[src/rtl/unsigned_int_to_single_sched_if.sv]
// unsigned_int_to_single_sched_if
//   Bundles the requester handshakes, the converter operand/result pair and
//   the result stream of unsigned_int_to_single_sched.
//   Parameter N_REQ : number of requesters (sets req_* widths and res_id width).
//   Signals:
//     req_valid [N_REQ]    operand pending, one bit per requester
//     req_ready [N_REQ]    one-hot grant back to the requesters
//     req_data  [32*N_REQ] operands, requester i at [32i+31:32i]
//     conv_a    [32]       registered operand to the converter
//     conv_z    [32]       converter result
//     res_valid/res_ready  result stream handshake
//     res_data  [32]       IEEE-754 single result
//     res_id    [ID_W]     requester that issued the result
//     busy                 results outstanding
//   Modports: slave = scheduler side, master = environment side.
interface unsigned_int_to_single_sched_if #(
   parameter int unsigned N_REQ = 4
);
   localparam int unsigned ID_W = (N_REQ > 1) ? $clog2(N_REQ) : 1;

   logic [N_REQ-1:0]    req_valid;
   logic [N_REQ-1:0]    req_ready;
   logic [32*N_REQ-1:0] req_data;
   logic [31:0]         conv_a;
   logic [31:0]         conv_z;
   logic                res_valid;
   logic                res_ready;
   logic [31:0]         res_data;
   logic [ID_W-1:0]     res_id;
   logic                busy;

   modport slave (
      input  req_valid, req_data, conv_z, res_ready,
      output req_ready, conv_a, res_valid, res_data, res_id, busy
   );

   modport master (
      output req_valid, req_data, conv_z, res_ready,
      input  req_ready, conv_a, res_valid, res_data, res_id, busy
   );
endinterface

[src/rtl/unsigned_int_to_single_sched.sv]
// unsigned_int_to_single_sched
//   Round-robin scheduler sharing one pipelined unsigned_int_to_single
//   converter between N_REQ requesters. Issues at most one operand per cycle,
//   tags it with the requester id, and returns results in issue order through
//   a credit-protected first-word-fall-through FIFO.
//   Parameters: N_REQ (2..8), LATENCY (>=1, conv_a -> conv_z cycles),
//               FIFO_DEPTH (power of two, >=1).
//   Ports:
//     clk          rising-edge clock
//     rst_n        synchronous active-low reset
//     bus          unsigned_int_to_single_sched_if.slave (requests, converter,
//                  result stream, busy)
//     stat_issued  (UINT_SCHED_STATS_EN only) count of issued operands
//     stat_stall   (UINT_SCHED_STATS_EN only) cycles with a request pending
//                  but no credit
//   Optional feature macro: UINT_SCHED_STATS_EN.
module unsigned_int_to_single_sched #(
   parameter int unsigned N_REQ      = 4,
   parameter int unsigned LATENCY    = 3,
   parameter int unsigned FIFO_DEPTH = 4
) (
   input  logic clk,
   input  logic rst_n,
`ifdef UINT_SCHED_STATS_EN
   output logic [31:0] stat_issued,
   output logic [31:0] stat_stall,
`endif
   unsigned_int_to_single_sched_if.slave bus
);

   localparam int unsigned ID_W  = (N_REQ > 1) ? $clog2(N_REQ) : 1;
   localparam int unsigned PTR_W = (FIFO_DEPTH > 1) ? $clog2(FIFO_DEPTH) : 1;
   localparam int unsigned CNT_W = $clog2(FIFO_DEPTH + 1);
   localparam logic [CNT_W-1:0] DEPTH_C = CNT_W'(FIFO_DEPTH);
   localparam logic [PTR_W-1:0] PTR_LAST = PTR_W'(FIFO_DEPTH - 1);

   // ---------------- credit / arbiter ----------------
   logic [CNT_W-1:0] outs;
   logic             credit;
   logic [ID_W-1:0]  last;
   logic [ID_W-1:0]  grant_id;
   logic [N_REQ-1:0] grant;
   logic             issue;
   logic             pop;
   int unsigned      idx;

   assign credit = (outs < DEPTH_C);

   // Search starts one past the last winner; credit and reset only mask the
   // result, so req_ready never depends on res_ready combinationally.
   always_comb begin
      grant    = '0;
      grant_id = last;
      issue    = 1'b0;
      idx      = 0;
      for (int unsigned k = 1; k <= N_REQ; k++) begin
         idx = (32'(last) + k) % N_REQ;
         if (!issue && bus.req_valid[idx]) begin
            grant[idx] = 1'b1;
            grant_id   = ID_W'(idx);
            issue      = 1'b1;
         end
      end
      if (!credit || !rst_n) begin
         grant    = '0;
         grant_id = last;
         issue    = 1'b0;
      end
   end

   assign bus.req_ready = grant;
   assign bus.busy      = (outs != '0);

   // ---------------- issue register and tag pipeline ----------------
   // Stage 0 is loaded together with conv_a; stage LATENCY lines up with conv_z.
   logic [31:0]     conv_a_q;
   logic [LATENCY:0] tag_v;
   logic [ID_W-1:0] tag_id [0:LATENCY];

   assign bus.conv_a = conv_a_q;

   always_ff @(posedge clk) begin
      if (!rst_n) begin
         last     <= ID_W'(N_REQ - 1);
         conv_a_q <= '0;
         tag_v    <= '0;
         outs     <= '0;
      end else begin
         if (issue) begin
            last     <= grant_id;
            conv_a_q <= bus.req_data[32*grant_id +: 32];
         end else begin
            conv_a_q <= '0;
         end
         tag_v <= {tag_v[LATENCY-1:0], issue};
         case ({issue, pop})
            2'b10:   outs <= outs + 1'b1;
            2'b01:   outs <= outs - 1'b1;
            default: outs <= outs;
         endcase
      end
   end

   always_ff @(posedge clk) begin
      tag_id[0] <= grant_id;
      for (int unsigned k = 1; k <= LATENCY; k++) begin
         tag_id[k] <= tag_id[k-1];
      end
   end

   // ---------------- result FIFO ----------------
   logic             fifo_wr;
   logic [CNT_W-1:0] fifo_cnt;
   logic [PTR_W-1:0] wr_ptr;
   logic [PTR_W-1:0] rd_ptr;
   logic [31:0]      mem_data [0:FIFO_DEPTH-1];
   logic [ID_W-1:0]  mem_id   [0:FIFO_DEPTH-1];

   assign fifo_wr       = tag_v[LATENCY];
   assign bus.res_valid = (fifo_cnt != '0);
   assign pop           = bus.res_valid & bus.res_ready;
   assign bus.res_data  = bus.res_valid ? mem_data[rd_ptr] : '0;
   assign bus.res_id    = bus.res_valid ? mem_id[rd_ptr] : '0;

   always_ff @(posedge clk) begin
      if (fifo_wr) begin
         mem_data[wr_ptr] <= bus.conv_z;
         mem_id[wr_ptr]   <= tag_id[LATENCY];
      end
   end

   always_ff @(posedge clk) begin
      if (!rst_n) begin
         wr_ptr   <= '0;
         rd_ptr   <= '0;
         fifo_cnt <= '0;
      end else begin
         if (fifo_wr) begin
            wr_ptr <= (wr_ptr == PTR_LAST) ? '0 : wr_ptr + 1'b1;
         end
         if (pop) begin
            rd_ptr <= (rd_ptr == PTR_LAST) ? '0 : rd_ptr + 1'b1;
         end
         case ({fifo_wr, pop})
            2'b10:   fifo_cnt <= fifo_cnt + 1'b1;
            2'b01:   fifo_cnt <= fifo_cnt - 1'b1;
            default: fifo_cnt <= fifo_cnt;
         endcase
      end
   end

`ifdef UINT_SCHED_STATS_EN
   // ---------------- statistics ----------------
   always_ff @(posedge clk) begin
      if (!rst_n) begin
         stat_issued <= '0;
         stat_stall  <= '0;
      end else begin
         if (issue) begin
            stat_issued <= stat_issued + 32'd1;
         end
         if ((|bus.req_valid) && !credit) begin
            stat_stall <= stat_stall + 32'd1;
         end
      end
   end
`endif

endmodule
[src/flat_wrapper.sv]
// flat-port wrapper written by rule: the top's interface ports become plain ports
module unsigned_int_to_single_sched_flat 
#(
   parameter int unsigned N_REQ      = 4,
   parameter int unsigned LATENCY    = 3,
   parameter int unsigned FIFO_DEPTH = 4
)
  (clk, rst_n, bus_req_valid, bus_req_data, bus_conv_z, bus_res_ready, bus_req_ready, bus_conv_a, bus_res_valid, bus_res_data, bus_res_id, bus_busy);
  unsigned_int_to_single_sched_if #(.N_REQ(N_REQ)) bus_i ();
  input  logic clk;
  input  logic rst_n;
  input wire logic [$bits(bus_i.req_valid)-1:0] bus_req_valid;
  input wire logic [$bits(bus_i.req_data)-1:0] bus_req_data;
  input wire logic [$bits(bus_i.conv_z)-1:0] bus_conv_z;
  input wire logic [$bits(bus_i.res_ready)-1:0] bus_res_ready;
  output wire logic [$bits(bus_i.req_ready)-1:0] bus_req_ready;
  output wire logic [$bits(bus_i.conv_a)-1:0] bus_conv_a;
  output wire logic [$bits(bus_i.res_valid)-1:0] bus_res_valid;
  output wire logic [$bits(bus_i.res_data)-1:0] bus_res_data;
  output wire logic [$bits(bus_i.res_id)-1:0] bus_res_id;
  output wire logic [$bits(bus_i.busy)-1:0] bus_busy;
  assign bus_i.req_valid = bus_req_valid;
  assign bus_i.req_data = bus_req_data;
  assign bus_i.conv_z = bus_conv_z;
  assign bus_i.res_ready = bus_res_ready;
  assign bus_req_ready = bus_i.req_ready;
  assign bus_conv_a = bus_i.conv_a;
  assign bus_res_valid = bus_i.res_valid;
  assign bus_res_data = bus_i.res_data;
  assign bus_res_id = bus_i.res_id;
  assign bus_busy = bus_i.busy;
  unsigned_int_to_single_sched #(.N_REQ(N_REQ), .LATENCY(LATENCY), .FIFO_DEPTH(FIFO_DEPTH)) u_core (.clk(clk), .rst_n(rst_n), .bus(bus_i));
endmodule
[config.mk]
export PLATFORM = sky130hd
export DESIGN_NAME = unsigned_int_to_single_sched_flat
export DESIGN_NICKNAME = d
export VERILOG_FILES = /design/src/rtl/unsigned_int_to_single_sched_if.sv /design/src/rtl/unsigned_int_to_single_sched.sv /design/src/flat_wrapper.sv
export SDC_FILE = /design/constraint.sdc
export NUM_CORES = 1
export LEC_CHECK = 0
export ABC_CLOCK_PERIOD_IN_PS = 4700
export BUFFER_PORTS_ARGS = -buffer_cell sky130_fd_sc_hd__buf_2
export CAP_MARGIN = 30
export CORE_MARGIN = 1.5
export CORE_UTILIZATION = 53
export CTS_CLUSTER_DIAMETER = 200
export DETAILED_ROUTE_END_ITERATION = 10
export GPL_TIMING_DRIVEN = 0
export PLACE_DENSITY = 0.9
export SLEW_MARGIN = 20
export SYNTH_ARGS = -nofsm -noshare
export SYNTH_HDL_FRONTEND = slang
export SYNTH_SLANG_ARGS = --single-unit
[constraint.sdc]
create_clock -name clk -period 4.7 [get_ports clk]
set_clock_uncertainty 0.15 [all_clocks]
set_input_delay 0.94 -clock clk [delete_from_list [all_inputs] [get_ports clk]]
set_output_delay 0.94 -clock clk [all_outputs]
set_load 0.005 [all_outputs]
# Word-level counts from Yosys, hierarchy flattened
# Memory sizes are Yosys's and may differ from the RTL's. A register that Yosys moved wholly into a read port is not among the register bits.
# Index checks and enable logic that the tools add are counted.
# classes
n_eq_ne,6
reduce_logical,18
n_mux,43
n_bitwise,4
n_shift,1
n_lt_le_gt_ge,9
add_sub_neg,10
# op_table
op,n
$shiftx A128 B8 Y32,1
$mux W32,1
$mux W2,12
$mux W4,5
$mux W1,15
$lt A2 B3 Y1 const B,4
$or A4 B4 Y4,3
$pmux W3 S2,2
$add A2 B1 Y2 const B,4
$bmux W1 S2,4
$demux W1 S2,4
$eq A2 B2 Y1 const B,4
$ge A2 B1 Y1 const B,4
$logic_and A1 B1 Y1,7
$add A3 B1 Y3 const B,2
$reduce_bool A3 Y1,2
$sub A3 B1 Y3 const B,2
$logic_not A1 Y1,5
$add A2 B2 Y2 const B,2
$eq A2 B1 Y1 const B,2
$reduce_bool A2 Y1,2
$lt A3 B3 Y1 const B,1
$reduce_and A2 Y1,1
$and A1 B1 Y1,1
$logic_or A1 B1 Y1,1
# word_totals
mem_bits_rw,144
output_inout_bits,72
register_bits,48
mem_count,3
# mem_list
name,words,width,rd,rd_ports_with_merged_regs,write_ports,line_no,rtl
u_core.mem_data,4,32,1,1,1,unsigned_int_to_single_sched.sv:116,logic [31:0] mem_data [0:FIFO_DEPTH-1];
u_core.mem_id,4,2,1,1,1,unsigned_int_to_single_sched.sv:117,logic [ID_W-1:0] mem_id [0:FIFO_DEPTH-1];
u_core.tag_id,4,2,4,0,4,unsigned_int_to_single_sched.sv:78,logic [ID_W-1:0] tag_id [0:LATENCY];

# Logic depth before layout (Yosys ltp)
# logic_depth
depth_word,16
depth_mapped,15

# Worst setup path after synthesis
# Ideal clock, no wire load.
# synth_timing
path_kind,register -> register
start,register u_core.last[0]
end,register u_core.outs[2]
period_less_slack_ns,4.318
t_arrival_ns,4.093
setup_ns,0.076
setup_slack_ns,0.382
path_buffers,5
stages_incl_launch_ff,16
path_cell_list,dfxtp_1 -> buf_4 -> clkbuf_1 -> inv_1 -> clkbuf_1 -> ha_1 -> mux4_2 -> clkbuf_1 -> o41ai_2 -> clkbuf_1 -> ha_1 -> inv_1 -> fa_1 -> xor2_1 -> or3_1 -> a21boi_0
# synth_via
elab_chain_cells,16
word_cells_on_any_way,27
# synth_lines
element,line_no,rtl
"start, declared",unsigned_int_to_single_sched.sv:40,logic [ID_W-1:0] last;
"start signal, assigned",unsigned_int_to_single_sched.sv:84,last <= ID_W'(N_REQ - 1);
"start signal, assigned",unsigned_int_to_single_sched.sv:90,last <= grant_id;
$add A2 B1 Y2,unsigned_int_to_single_sched.sv:57,idx = (32'(last) + k) % N_REQ;
$bmux W1 S2,unsigned_int_to_single_sched.sv:58,if (!issue && bus.req_valid[idx]) begin
$mux W1 (implied by the code),unsigned_int_to_single_sched.sv:58,
$mux W1,unsigned_int_to_single_sched.sv:58,
$logic_not A1 Y1,unsigned_int_to_single_sched.sv:58,
$logic_and A1 B1 Y1,unsigned_int_to_single_sched.sv:58,
$mux W1,unsigned_int_to_single_sched.sv:58,
$logic_not A1 Y1,unsigned_int_to_single_sched.sv:58,
$logic_and A1 B1 Y1,unsigned_int_to_single_sched.sv:58,
$mux W1,unsigned_int_to_single_sched.sv:58,
$logic_not A1 Y1,unsigned_int_to_single_sched.sv:58,
$logic_and A1 B1 Y1,unsigned_int_to_single_sched.sv:58,
$mux W1 (*),unsigned_int_to_single_sched.sv:58,
$mux W1 (*),unsigned_int_to_single_sched.sv:64,if (!credit || !rst_n) begin
$eq A2 B1 Y1 or $eq A2 B2 Y1 (tied branches),unsigned_int_to_single_sched.sv:96,"case ({issue, pop})"
$pmux W3 S2 or $reduce_bool A2 Y1 (tied branches),--,
"end signal, assigned",unsigned_int_to_single_sched.sv:97,2'b10: outs <= outs + 1'b1;
"end signal, assigned",unsigned_int_to_single_sched.sv:98,2'b01: outs <= outs - 1'b1;
"end signal, assigned",unsigned_int_to_single_sched.sv:99,default: outs <= outs;
"end, declared",unsigned_int_to_single_sched.sv:38,logic [CNT_W-1:0] outs;
# Every way passes the cells marked *; elsewhere a longest branch is shown, timed or not. The select of a mux whose other input is x is not followed.
# A chain may end at the register's enable or synchronous reset.

# Worst setup path after layout
# layout_timing
start,register u_core.last[0]
end,output port bus_req_ready[1]
# layout_via
elab_chain_cells,14
word_cells_on_any_way,49
# layout_lines
element,line_no,rtl
branches (longest 12 deep; another with $lt A2 B3 Y1),--,
$mux W4 (*),unsigned_int_to_single_sched.sv:58,
$mux W4 (*),unsigned_int_to_single_sched.sv:64,
"end, declared",flat_wrapper.sv:16,output wire logic [$bits(bus_i.req_ready)-1:0] bus_req_ready;
# Every way passes the cells marked *. The select of a mux whose other input is x is not followed.

==> results.sh <==
export IMPL_layout_setup_ws_ns=0.204
export IMPL_clkSinkCount=194
export IMPL_worstHoldPathCells=0
export IMPL_outcome="finished clean"
export IMPL_wire_per_inst_um=19.2
export IMPL_antenna_found_initial=0
export IMPL_yosysWarnings=0
export IMPL_die_height_um=135
export IMPL_path_cells="buf_4, buf_2, clkinvlp_4, ha_4, mux4_2, clkbuf_2, clkbuf_2, clkbuf_2, a221oi_1, nor2_1, buf_2"
export IMPL_async_flop_share_pct=0
export IMPL_max_stage_delay_ns=0.39
export IMPL_ys_seq_area_share_pct=56.5
export IMPL_rows=48
export IMPL_postSynthCellCount=708
export IMPL_layout_nets=1152
export IMPL_min_from="u_core.tag_id[0][0]"
export IMPL_r2r_cells=14
export IMPL_grt_util_all_layers_pct=25.6
export IMPL_cts_root_buf="clkbuf_16"
export IMPL_grt_pass1_vias=6813
export IMPL_first_pass_iters=5
export IMPL_hold_path_class="flop to flop"
export IMPL_yosysTopAreaCell="edfxtp_1"
export IMPL_fmax_mhz=222
export IMPL_crit_type="flop to output port"
export IMPL_r2r_start="u_core.last[0]"
export IMPL_p_leak_nw=4.67
export IMPL_final_hold_viol_count=0
export IMPL_yosysMostFrequentCell="edfxtp_1"
export IMPL_synth_edf_count=136
export IMPL_place_congestion=0.957
export IMPL_post_dp_cell_area_um2=10800
export IMPL_regToRegSetupSlack_ns=0.22
export IMPL_setup_viol=0
export IMPL_synth_area_per_cell_um2=13.1
export IMPL_syn_to_final_growth_pct=23.6
export IMPL_max_cap_violations=0
export IMPL_synthTopCellsByArea="edfxtp_1 (44%), dfxtp_1 (13%), mux4_2 (9.2%)"
export IMPL_clk_path_buf_depth=2
export IMPL_gr_total_overflow=0
export IMPL_critPathSlowestCell="dfxtp_2"
export IMPL_synth_net_count=892
export IMPL_crit_arrival_ns=3.41
export IMPL_num_io_pins=239
export IMPL_pre_cts_ws_ns=-0.439
export IMPL_layout_drive_gt1_share_pct=35.0
export IMPL_ir_drop_mv=0.279
export IMPL_vias=7025
export IMPL_die_x_um=135
export IMPL_antenna_cells=0
export IMPL_cts_buffers=17
export IMPL_synth_distinct_cells=43
export IMPL_drv_slew=0
export IMPL_clk_pin_slew_ns=0.08
export IMPL_hold_buffers=0
export IMPL_utilization_pct=66.8
export IMPL_synth_top_area_share_pct=44.0
export IMPL_fin_tns_setup_ns=0
export IMPL_grt_pass1_wl_um=35800
export IMPL_routed_wirelength_um=23100
export IMPL_start_util_pct=54.0
export IMPL_crit_path_start_kind="flop"
export IMPL_syn_area_um2=9280
export IMPL_crit_start="u_core.last[0]"
export IMPL_path_max_fanout=10
export IMPL_timing_rr_end="u_core.outs[2]"
export IMPL_power_density_nw_per_um2=522
export IMPL_cts_tree="built"
export IMPL_worst_slew_pin_slew_ns=0.866
export IMPL_synth_main_ff_cell="edfxtp_1"
export IMPL_hpwl_um=16700
export IMPL_rsz0062_at_grt="no"
export IMPL_drt_iter0_drc=495
export IMPL_grt_max_degree=30
export IMPL_design_area_um2=11500
export IMPL_portBuffers=238
export IMPL_cpMostUsedCell="clkbuf_2"
export IMPL_required_ns=3.61
export IMPL_final_antenna_net_count=0
export IMPL_cp_end_kind="output port"
export IMPL_drc_errors=0
export IMPL_min_period_ns=4.50
export IMPL_synth_common_cells="edfxtp_1 (136), dfxtp_1 (58), mux2i_1 (49)"
export IMPL_cts_max_level=4
export IMPL_hold_end="u_core.tag_id[1][0]"
export IMPL_slew_headroom_pct=42.3
export IMPL_clock_latency_ns=0.43
export IMPL_ys_ff_latch=194
export IMPL_timing_final_crit_share_pct=95.7
export IMPL_core_area_um2=17200
export IMPL_dieArea_um2=18300
export IMPL_via_per_inst=5.83
==> stage by stage <==
step | hold slack [ns] | total power (W) | cells
CTS | 0.177 | 0.00599 | 1207
global route | 0.183 | 0.00629 | 1206
global placement | 0.160 | 0.00448 | 1171
finish | 0.175 | 0.00598 | 1206
detailed placement | 0.162 | 0.00454 | 1175
floorplan | 0.160 | 0.00379 | 708
==> report_power, final <==
part,total (W),leakage [nW],switching (W),internal [W]
registers,0.00210,1.71,0.0000735,0.00203
logic,0.00245,2.67,0.00139,0.00106
clock network,0.00143,0.294,0.000708,0.000724
total,0.00598,4.67,0.00217,0.00382
==> flip-flops by register name (all words and copies together), names as in the netlist, named ones only <==
name	count
u_core.tag_id	8
u_core.fifo_cnt	3
u_core.bus.conv_a	32
u_core.rd_ptr	2
u_core.outs	3
u_core.wr_ptr	2
u_core.last	2
u_core.mem_id	8
u_core.tag_v	4
u_core.mem_data	128
==> layout make-up <==
cell class	instances	area (um2)
sequential	194	5250
multi-input combinational	444	3750
fill	1265	5700
buffer	54	254
inverter	14	56.3
tap	225	282
timing repair buffer	243	1280
clock inverter	15	184
clock buffer	17	425
==> critical path: cells and delay by family (launching register included) <==
kind,cells,cell delay [ns]
mux,1,0.36
compound gates,1,0.36
simple gates,1,0.09
flops,1,0.39
buf+inv,7,1.46
fa+ha+maj,1,0.31
==> cell families (layout without fill, tap and decap cells) <==
family / Yosys count / in the layout / share of synthesized area [%]
multiplexers: 89 / 89 / 14.7
adder cells (fa/ha/maj): 17 / 17 / 2.45
AO/OA/AOI/OAI: 131 / 131 / 9.81
buffers and inverters: 70 / 343 / 3.33
AND/OR/NAND/NOR: 202 / 202 / 12.7
XOR/XNOR: 5 / 5 / 0.472
flip-flops: 194 / 194 / 56.5
==> how the worst max path moves through the flow <==
stage	endpoint	cells after the start
floorplan	u_core.outs[2]	15
global placement	u_core.outs[2]	15
detailed placement	u_core.outs[2]	15
CTS	bus_req_ready[1]	12
global route	bus_req_ready[1]	11
finish	bus_req_ready[1]	11
==> layout by cell type, fill, tap and decap left out, types with 17 or more instances in the layout <==
cell | netlist | layout
and3_1 | 36 | 36
nand3_1 | 18 | 18
a211o_1 | 18 | 18
dfxtp_1 | 58 | 57
and2_1 | 46 | 42
mux2i_1 | 49 | 49
clkbuf_1 | 37 | 31
clkbuf_16 | 0 | 17
edfxtp_1 | 136 | 136
nand2b_1 | 20 | 20
a211oi_1 | 36 | 36
nor2_1 | 29 | 29
mux4_2 | 38 | 38
nand2_1 | 22 | 22
a21oi_1 | 21 | 21
o21ai_0 | 23 | 23
and4_1 | 18 | 18
buf_2 | 4 | 243
==> repair_timing <==
action                                  CTS  global route
endpoints found under the setup margin    6             5
setup buffers                             1             0
gates resized for setup                   5             4
==> layer usage <==
layer / part of all wire, % / vias up / global-route usage, % / wire length [um]
li1: - / 3239 / - / -
met1: 40 / 3376 / 33.5 / 9180
met2: 51 / 379 / 44.0 / 11800
met3: 8.1 / 31 / 4.34 / 1880
met4: 1.4 / 0 / 7.71 / 322
met5: 0 / - / 0 / 0
(Power assumes the default switching activity.)
